File: config.mk
export PLATFORM = sky130hd
export DESIGN_NAME = alu_pipe_flat
export DESIGN_NICKNAME = d
export VERILOG_FILES = /design/src/rtl/alu_pipe_if.sv /design/src/rtl/alu_pipe.sv /design/src/flat_wrapper.sv
export SDC_FILE = /design/constraint.sdc
export NUM_CORES = 1
export LEC_CHECK = 0
export ABC_AREA = 1
export CAP_MARGIN = 25
export CELL_PAD_IN_SITES_DETAIL_PLACEMENT = 1
export CELL_PAD_IN_SITES_GLOBAL_PLACEMENT = 2
export CORE_UTILIZATION = 26
export DETAILED_ROUTE_END_ITERATION = 12
export PLACE_DENSITY_LB_ADDON = 0.05
export SLEW_MARGIN = 15
export SYNTH_ARGS = -nofsm -noshare
export SYNTH_HDL_FRONTEND = slang
export SYNTH_SLANG_ARGS = --single-unit
File: constraint.sdc
create_clock -name clk -period 1.1 [get_ports clk]
set_input_delay 0.22 -clock clk [delete_from_list [all_inputs] [get_ports clk]]
set_output_delay 0.22 -clock clk [all_outputs]
set_load 0.02 [all_outputs]
File: src/rtl/alu_pipe_if.sv
// alu_pipe_if: operation/result handshake bundle for alu_pipe.
// master = producer of operations and consumer of results (execute stage),
// slave  = the ALU itself.
interface alu_pipe_if #(
  parameter int WIDTH = 16
) ();
  logic             in_valid;
  logic             in_ready;
  logic [3:0]       codop;
  logic [WIDTH-1:0] operando1;
  logic [WIDTH-1:0] operando2;
  logic             out_valid;
  logic             out_ready;
  logic [WIDTH-1:0] resultado;
  logic             neg;
  logic             zero;
  logic             overflow;
  logic             taken;
  logic             busy;

  modport master (
    output in_valid, codop, operando1, operando2, out_ready,
    input  in_ready, out_valid, resultado, neg, zero, overflow, taken, busy
  );

  modport slave (
    input  in_valid, codop, operando1, operando2, out_ready,
    output in_ready, out_valid, resultado, neg, zero, overflow, taken, busy
  );
endinterface

File: src/rtl/alu_pipe.sv
// alu_pipe: registered ALU with valid/ready flow control on both sides.
// One operation is accepted per handshake; result and flags are captured
// together in an output register and held until the consumer takes them.
// Build option ALU_MUL_EN: when defined, opcode 13 runs an iterative
// shift-add multiplier (one multiplier bit per cycle, WIDTH cycles);
// when undefined, opcode 13 returns 0 with single-cycle latency and no
// multiplier logic exists.
module alu_pipe #(
  parameter int WIDTH = 16
) (
  input logic       clk,
  input logic       reset_n,
  alu_pipe_if.slave bus
);
  localparam int CW = $clog2(WIDTH);

  typedef enum logic [1:0] {
    IDLE = 2'd0,
    MUL  = 2'd1,
    FULL = 2'd2
  } state_t;

  typedef struct packed {
    logic [WIDTH-1:0] res;
    logic             ovf;
    logic             tkn;
  } alu_out_t;

  // Single-cycle opcode evaluation; opcode 13 falls to the zero default and
  // is only overridden by the multiplier path when it is built.
  function automatic alu_out_t alu_eval(input logic [3:0]       op,
                                        input logic [WIDTH-1:0] a,
                                        input logic [WIDTH-1:0] b);
    alu_out_t         r;
    logic [WIDTH-1:0] t;
    r = '0;
    t = '0;
    case (op)
      4'd0, 4'd9: begin
        t     = a + b;
        r.res = t;
        r.ovf = (a[WIDTH-1] == b[WIDTH-1]) && (t[WIDTH-1] != a[WIDTH-1]);
      end
      4'd1: begin
        t     = a - b;
        r.res = t;
        r.ovf = (a[WIDTH-1] != b[WIDTH-1]) && (t[WIDTH-1] != a[WIDTH-1]);
      end
      4'd10: begin
        t     = b - a;
        r.res = t;
        r.ovf = (b[WIDTH-1] != a[WIDTH-1]) && (t[WIDTH-1] != b[WIDTH-1]);
      end
      4'd2:       r.res = {{(WIDTH-1){1'b0}}, (b > a)};
      4'd3, 4'd6: r.res = a & b;
      4'd4, 4'd7: r.res = a | b;
      4'd5, 4'd8: r.res = a ^ b;
      4'd11:      r.res = a;
      4'd12: begin
        if (a == {WIDTH{1'b0}}) begin
          r.res = b;
          r.tkn = 1'b1;
        end else begin
          r.res = {WIDTH{1'b0}};
          r.tkn = 1'b0;
        end
      end
      default:    r.res = {WIDTH{1'b0}};
    endcase
    return r;
  endfunction

  state_t           state;
  logic             out_valid;
  logic [WIDTH-1:0] resultado;
  logic             neg;
  logic             zero;
  logic             overflow;
  logic             taken;
  logic             accept;
  alu_out_t         ev;

  // in_ready must not look at in_valid: it depends only on state and the consumer.
  assign bus.in_ready = (state == IDLE) || ((state == FULL) && bus.out_ready);
  assign accept       = bus.in_valid && bus.in_ready;
  assign ev           = alu_eval(bus.codop, bus.operando1, bus.operando2);

`ifdef ALU_MUL_EN
  localparam logic [CW-1:0] LAST = CW'(WIDTH - 1);

  logic             busy;
  logic             is_mul;
  logic [WIDTH-1:0] mcand;
  logic [WIDTH-1:0] mplier;
  logic [WIDTH-1:0] acc;
  logic [WIDTH-1:0] acc_next;
  logic [CW-1:0]    cnt;

  assign is_mul   = (bus.codop == 4'd13);
  assign acc_next = acc + (mplier[0] ? mcand : {WIDTH{1'b0}});
  assign bus.busy = busy;
`else
  assign bus.busy = 1'b0;
`endif

  assign bus.out_valid = out_valid;
  assign bus.resultado = resultado;
  assign bus.neg       = neg;
  assign bus.zero      = zero;
  assign bus.overflow  = overflow;
  assign bus.taken     = taken;

  // Control FSM plus output register; a reset mid-multiply drops the partial product.
  always_ff @(posedge clk or negedge reset_n) begin
    if (!reset_n) begin
      state     <= IDLE;
      out_valid <= 1'b0;
      resultado <= {WIDTH{1'b0}};
      neg       <= 1'b0;
      zero      <= 1'b0;
      overflow  <= 1'b0;
      taken     <= 1'b0;
`ifdef ALU_MUL_EN
      busy      <= 1'b0;
      mcand     <= {WIDTH{1'b0}};
      mplier    <= {WIDTH{1'b0}};
      acc       <= {WIDTH{1'b0}};
      cnt       <= {CW{1'b0}};
`endif
    end else begin
      case (state)
        IDLE, FULL: begin
`ifdef ALU_MUL_EN
          if (accept && is_mul) begin
            state     <= MUL;
            busy      <= 1'b1;
            out_valid <= 1'b0;
            mcand     <= bus.operando1;
            mplier    <= bus.operando2;
            acc       <= {WIDTH{1'b0}};
            cnt       <= {CW{1'b0}};
          end else
`endif
          if (accept) begin
            state     <= FULL;
            out_valid <= 1'b1;
            resultado <= ev.res;
            neg       <= ev.res[WIDTH-1];
            zero      <= (ev.res == {WIDTH{1'b0}});
            overflow  <= ev.ovf;
            taken     <= ev.tkn;
          end else if ((state == FULL) && bus.out_ready) begin
            state     <= IDLE;
            out_valid <= 1'b0;
          end else begin
            state     <= state;
          end
        end
`ifdef ALU_MUL_EN
        MUL: begin
          acc    <= acc_next;
          mcand  <= mcand << 1;
          mplier <= mplier >> 1;
          cnt    <= cnt + {{(CW-1){1'b0}}, 1'b1};
          if (cnt == LAST) begin
            state     <= FULL;
            busy      <= 1'b0;
            out_valid <= 1'b1;
            resultado <= acc_next;
            neg       <= acc_next[WIDTH-1];
            zero      <= (acc_next == {WIDTH{1'b0}});
            overflow  <= 1'b0;
            taken     <= 1'b0;
          end else begin
            state <= MUL;
          end
        end
`endif
        default: begin
          state     <= IDLE;
          out_valid <= 1'b0;
        end
      endcase
    end
  end
endmodule

File: src/flat_wrapper.sv
// flat-port wrapper written by rule: the top's interface ports become plain ports
module alu_pipe_flat 
#(
  parameter int WIDTH = 16
)
  (clk, reset_n, bus_in_valid, bus_codop, bus_operando1, bus_operando2, bus_out_ready, bus_in_ready, bus_out_valid, bus_resultado, bus_neg, bus_zero, bus_overflow, bus_taken, bus_busy);
  alu_pipe_if #(.WIDTH(WIDTH)) bus_i ();
  input logic clk;
  input logic reset_n;
  input wire logic [$bits(bus_i.in_valid)-1:0] bus_in_valid;
  input wire logic [$bits(bus_i.codop)-1:0] bus_codop;
  input wire logic [$bits(bus_i.operando1)-1:0] bus_operando1;
  input wire logic [$bits(bus_i.operando2)-1:0] bus_operando2;
  input wire logic [$bits(bus_i.out_ready)-1:0] bus_out_ready;
  output wire logic [$bits(bus_i.in_ready)-1:0] bus_in_ready;
  output wire logic [$bits(bus_i.out_valid)-1:0] bus_out_valid;
  output wire logic [$bits(bus_i.resultado)-1:0] bus_resultado;
  output wire logic [$bits(bus_i.neg)-1:0] bus_neg;
  output wire logic [$bits(bus_i.zero)-1:0] bus_zero;
  output wire logic [$bits(bus_i.overflow)-1:0] bus_overflow;
  output wire logic [$bits(bus_i.taken)-1:0] bus_taken;
  output wire logic [$bits(bus_i.busy)-1:0] bus_busy;
  assign bus_i.in_valid = bus_in_valid;
  assign bus_i.codop = bus_codop;
  assign bus_i.operando1 = bus_operando1;
  assign bus_i.operando2 = bus_operando2;
  assign bus_i.out_ready = bus_out_ready;
  assign bus_in_ready = bus_i.in_ready;
  assign bus_out_valid = bus_i.out_valid;
  assign bus_resultado = bus_i.resultado;
  assign bus_neg = bus_i.neg;
  assign bus_zero = bus_i.zero;
  assign bus_overflow = bus_i.overflow;
  assign bus_taken = bus_i.taken;
  assign bus_busy = bus_i.busy;
  alu_pipe #(.WIDTH(WIDTH)) u_core (.clk(clk), .reset_n(reset_n), .bus(bus_i));
endmodule
### After elaboration in Yosys (flattened, before gate mapping)

Index checks and enable logic that the tools add are counted.

* register bits after elaboration: 23
* latch bits: 0
* RAM bits: 0
* ROM bits: 0
* word-level logic and storage cells: 61
* memories: 0

* add/subtract/negate cells: 3
* multiply operators: 0
* div/mod/pow operators: 0
* $lt $le $gt $ge: 1
* equal/unequal tests: 20
* shifts and indexed selects: 0
* muxes and demuxes: 11
* bitwise gates (word level): 3
* reduce and logical (&&, ||, !) cells: 16

Operators by type and width (count)
* $pmux 16 s9: 1
* $logic_not 16->1: 2
* $sub 16x16->16: 2
* $eq 4x4->1 const B: 5
* $add 16x16->16: 1
* $and 16x16->16: 1
* $eq 4x3->1 const B: 4
* $gt 16x16->1: 1
* $mux 16: 1
* $or 16x16->16: 1
* $xor 16x16->16: 1
* $reduce_or 2->1: 5
* $eq 4x2->1 const B: 2
* $mux 2: 3
* $logic_and 1x1->1: 5
* $mux 1: 5
* $ne 1x1->1: 5
* $eq 4x1->1 const B: 1
* $logic_not 4->1: 1
* $ne 3x1->1 const B: 1
* $pmux 1 s3: 1
* $eq 2x2->1 const B: 1
* $logic_not 2->1: 1
* $reduce_and 2->1: 1
* other kinds (2): 2

### Longest topological paths before layout

* depth in word-level cells: 6
* gate-level depth with buffers: 17
* gate-level depth less buffers: 17

### Worst setup path before layout

OpenSTA, ideal clock, no wires.

* kind: input -> register
* from: input bus_operando2[0]
* to: register u_core.zero, in the netlist u_core.bus.zero
* setup time: 0.075 ns
* data arrival time: 1.828 ns
* data required time: 1.025 ns
* slack: -0.804 ns
* stages: 17
* cells stage by stage: inv_1 > ha_1 > inv_1 > fa_1 > nand2_1 > nand3_1 > nand2_1 > nand2_1 > nand2_1 > nand2_1 > nand2_1 > nand2_1 > nor2_1 > nand3_1 > nor2_1 > nand3_1 > o21bai_2

* longest elaborated chain between the ends: 3
* elaborated cells between the ends (all ways): 10
* classes of those cells: add/sub (3); order compare (1); mux (2); bitwise (3); reduce/logical (1)

Ends and longest elaborated chain
* start, declared: line flat_wrapper.sv:13 `input wire logic [$bits(bus_i.operando2)-1:0] bus_operando2;`
* $sub 16x16->16 (tied with other cells): line alu_pipe.sv:50 `t = b - a;`
* $pmux 16 s9 (*): line alu_pipe.sv:38 `case (op)`
* $logic_not 16->1 (*): line alu_pipe.sv:149 `zero <= (ev.res == {WIDTH{1'b0}});`
* end signal, assigned: line alu_pipe.sv:149
* end, declared: line alu_pipe.sv:77 `logic zero;`

Every way passes the cells marked *; elsewhere a longest branch is shown, timed or not.
A chain may end at the register's enable or synchronous reset.

### Worst setup path in the final report

* from: input bus_operando1[0]
* to: register u_core.zero, in the netlist u_core.bus.zero

* longest elaborated chain between the ends: 4
* elaborated cells between the ends (all ways): 11
* classes of those cells: add/sub (3); order compare (1); mux (2); bitwise (3); reduce/logical (2)

Ends and longest elaborated chain
* start, declared: line flat_wrapper.sv:12 `input wire logic [$bits(bus_i.operando1)-1:0] bus_operando1;`
* branches (longest 2 deep; another with $sub 16x16->16)
* $pmux 16 s9 (*): line alu_pipe.sv:38
* $logic_not 16->1 (*): line alu_pipe.sv:149

Mark *: on every way between the ends.

==> results.toml <==
[status]
status = "finished with violations"
violations = "negative setup slack"

[timing]
slew_violations = 0
postLayoutSetupSlackWorst_ns = -1.00
grt_setup_unrepaired = "true"
whs_ns = 0.302
worst_clock_skew_ns = 0.00657
finalHoldViolations = 0
setup_viol = 20
clock.fmax_mhz = 476
timing.final.crit_share_pct = 191
min_period_ns = 2.10

[power]
switchingPower_mw = 3.29
ir_worst_vdd_mv = 0.750
p_seq_share_pct = 12.9
powerDensity_mw_per_mm2 = 732
p_comb_share_pct = 72.6
clkPwrFrac_pct = 14.4
p_leak_nw = 5.02
finalPower_mw = 7.24
p_sw_share_pct = 45.5
internal_power_mw = 3.94

[synthesis]
synthesis.area_mm2 = 0.00470
yosysUniqueCellTypes = 35
synth_seq_cells = 20
postSynthCellCount = 848
async_flop_share_pct = 100
yosysTopAreaCell = "nand2_1"
synth_top_area_share_pct = 21.3
ys.flop_type = "dfrtp_1"
yosysWarnings = 0
avgSynthCellArea_um2 = 5.54
synth_edf_count = 0
syn_nets = 954
ys_seq_area_share_pct = 10.6
synth.area.top_cells = "nand2_1, ha_1, dfrtp_1, nand3_1, inv_1"

[clocking]
clockBufferDepth = 2
clkTransAtPathRegs_ns = 0.07
cts-buffers-inserted = 3
clk_latency_ns = 0.26
cts-root-buf = "clkbuf_16"
htreeDepth = 1
cts_sinks = 20
cts_hold_buf = 0
cts_tree = "yes"

[setup_path]
r2r_slack_ns = -0.21
cp.arrival_ns = 2.29
slowest_stage = "fa_2"
max_stage_delay_ns = 0.39
crit_path_max_fanout = 3
critPathKind = "primary input to flop"
worstPathRequired_ns = 1.29
critical_path.startpoint_type = "primary input"
crit_chain = "buf_8, buf_6, inv_12, ha_4, inv_4, fa_2, xnor2_1, nand2_1, nand3_1, nor2_1, nand2_1, nor2_2, nand2_1, nor2_2, nand3_1, nor2_1, nand3_1, o21bai_2"
end_kind = "flop"

[global_routing]
grt_use_total_pct = 31.0
antenna_found_initial = 0
grt_pass1_vias = 8136
grt_start_max_net_pins = 21
grt_pass1_wl_um = 44000
grt.overflow.total = 0

[route]
routedWlPerCell_um = 20.4
route.detailed.drc = 0
wl_um = 29100
ant_nets = 0
drtPass1Iterations = 4
via_per_inst = 5.09
dr_total_vias = 7272
drt_iter0_markers = 301

[place]
dpl.hpwl_um = 21500
io_buffers = 61
gp_congestion = 0.870
dpl_worst_slack_ns = -1.85

[layout]
finalCoreUtilization_pct = 56.5
nets = 1311
drive_gt1_share_pct = 59.1
area_delta_synth_final_pct = 110
insertedDiodeCount = 0

[die]
start_util_pct = 26.9
dieArea_mm2 = 0.0186
die_x_um = 136
core.rowCount = 48
die_h_um = 136
core_area_mm2 = 0.0175
io_pins = 63

[flow_run]
maxCapViolations = 0

[hold_path]
hold_path_class = "primary input to asynchronous set/reset pin"
-- path summary, 6_finish.rpt --
kind                                         start                       to  cells after the start
max                               bus_operando1[0]          u_core.bus.zero                     18
min                                        reset_n  u_core.bus.resultado[9]                      2
max reg2reg                   u_core.bus.out_valid          u_core.bus.zero                      9
min reg2reg                u_core.bus.resultado[5]  u_core.bus.resultado[5]                      2
max in group asynchronous                  reset_n     u_core.bus.out_valid                      2
min in group clk                     bus_out_ready     u_core.bus.out_valid                      5
-- sequential cells by signal, indices dropped and copies added (netlist names) --
| signal | count |
|---|---|
| u_core.bus.out_valid | 1 |
| u_core.bus.overflow | 1 |
| u_core.bus.resultado | 16 |
| u_core.bus.taken | 1 |
| u_core.bus.zero | 1 |
-- power groups by stage --
stage	Combinational (mW)	Sequential [mW]	Clock (mW)
after floorplan	1.78	1.09	0
after global placement	3.85	0.942	0
after detailed placement	3.93	0.953	0
after CTS	4.89	0.938	1.05
after global routing	5.60	0.952	1.07
final	5.25	0.936	1.05
-- final cells by class --
cell class	count	area [um^2]
fill	2194	7600
multi-input combinational	684	5340
timing repair buffer	376	3130
inverter	120	523
sequential	20	502
tap	225	282
clock buffer	3	75.1
clock inverter	1	30.0
-- per-stage QoR --
| step | cell area (um^2) | setup TNS [ns] | instances |
|---|---|---|---|
| after floorplan | 5150 | -8.23 | 848 |
| after global placement | 7630 | -30.66 | 1342 |
| after detailed placement | 7630 | -32.02 | 1342 |
| after CTS | 9510 | -13.58 | 1414 |
| after global routing | 9880 | -16.38 | 1429 |
| final | 9880 | -14.65 | 1429 |
-- worst max-delay path, delay by kind of cell --
family / cells / cell delay (ns)
fa+ha+maj: 2 / 0.52
xor+xnor: 1 / 0.16
buf+inv: 4 / 0.32
compound gates: 1 / 0.11
simple gates: 10 / 0.96
-- layer usage --
metal | up-vias | global-route usage (%) | wire length [um]
met5 | - | 0 | 0
met1 | 3619 | 36.0 | 11400
met4 | 0 | 10.7 | 1100
li1 | 3427 | - | -
met2 | 156 | 59.1 | 15700
met3 | 70 | 2.09 | 1000
-- timing repair --
item,in CTS,in global routing
pin swaps,170,81
gates resized for setup,628,62
cloned,2,0
setup buffers,68,17
setup endpoints to repair,41,20
-- cells in the final DEF, fill, tap and decap left out, types with 33 or more instances in the layout --
master   Yosys  final
buf_4       10    254
nand2_1    267    178
buf_6        1     63
inv_1      117     62
nor2_1     109     58
nand3_1     96     57
nand2_2      3     51
nand2_4      0     41
inv_2        3     39
buf_2       11     38
nor2_4       0     36
ha_1        63     33
-- cell usage after synthesis, types with 3 or more instances --
cell       instances
nand3b_1           3
buf_4             10
nor2_1           109
nand4_1           22
o21bai_1           6
o211ai_1           4
ha_1              63
dfrtp_1           20
buf_2             11
inv_2              3
o21ai_0           25
a21o_1             3
fa_1               3
nand3_1           96
nand2_2            3
inv_1            117
a21oi_1           55
o2111ai_1          4
nand2_1          267
and2_1             4
-- logic make-up (layout without fill, tap and decap cells) --
kind of cell / count (synthesis) / after routing / synth area share, %
xor gates and xnor gates: 4 / 4 / 0.745
buffers and inverters: 145 / 500 / 12.8
DFF: 20 / 20 / 10.6
and+or+nand+nor: 508 / 509 / 45.1
adders and majority gates: 66 / 66 / 18.0
AOI/OAI and AO/OA: 104 / 104 / 12.6
other: 1 / 1 / 0.0798
No activity file was read; power rests on OpenSTA's default activity.
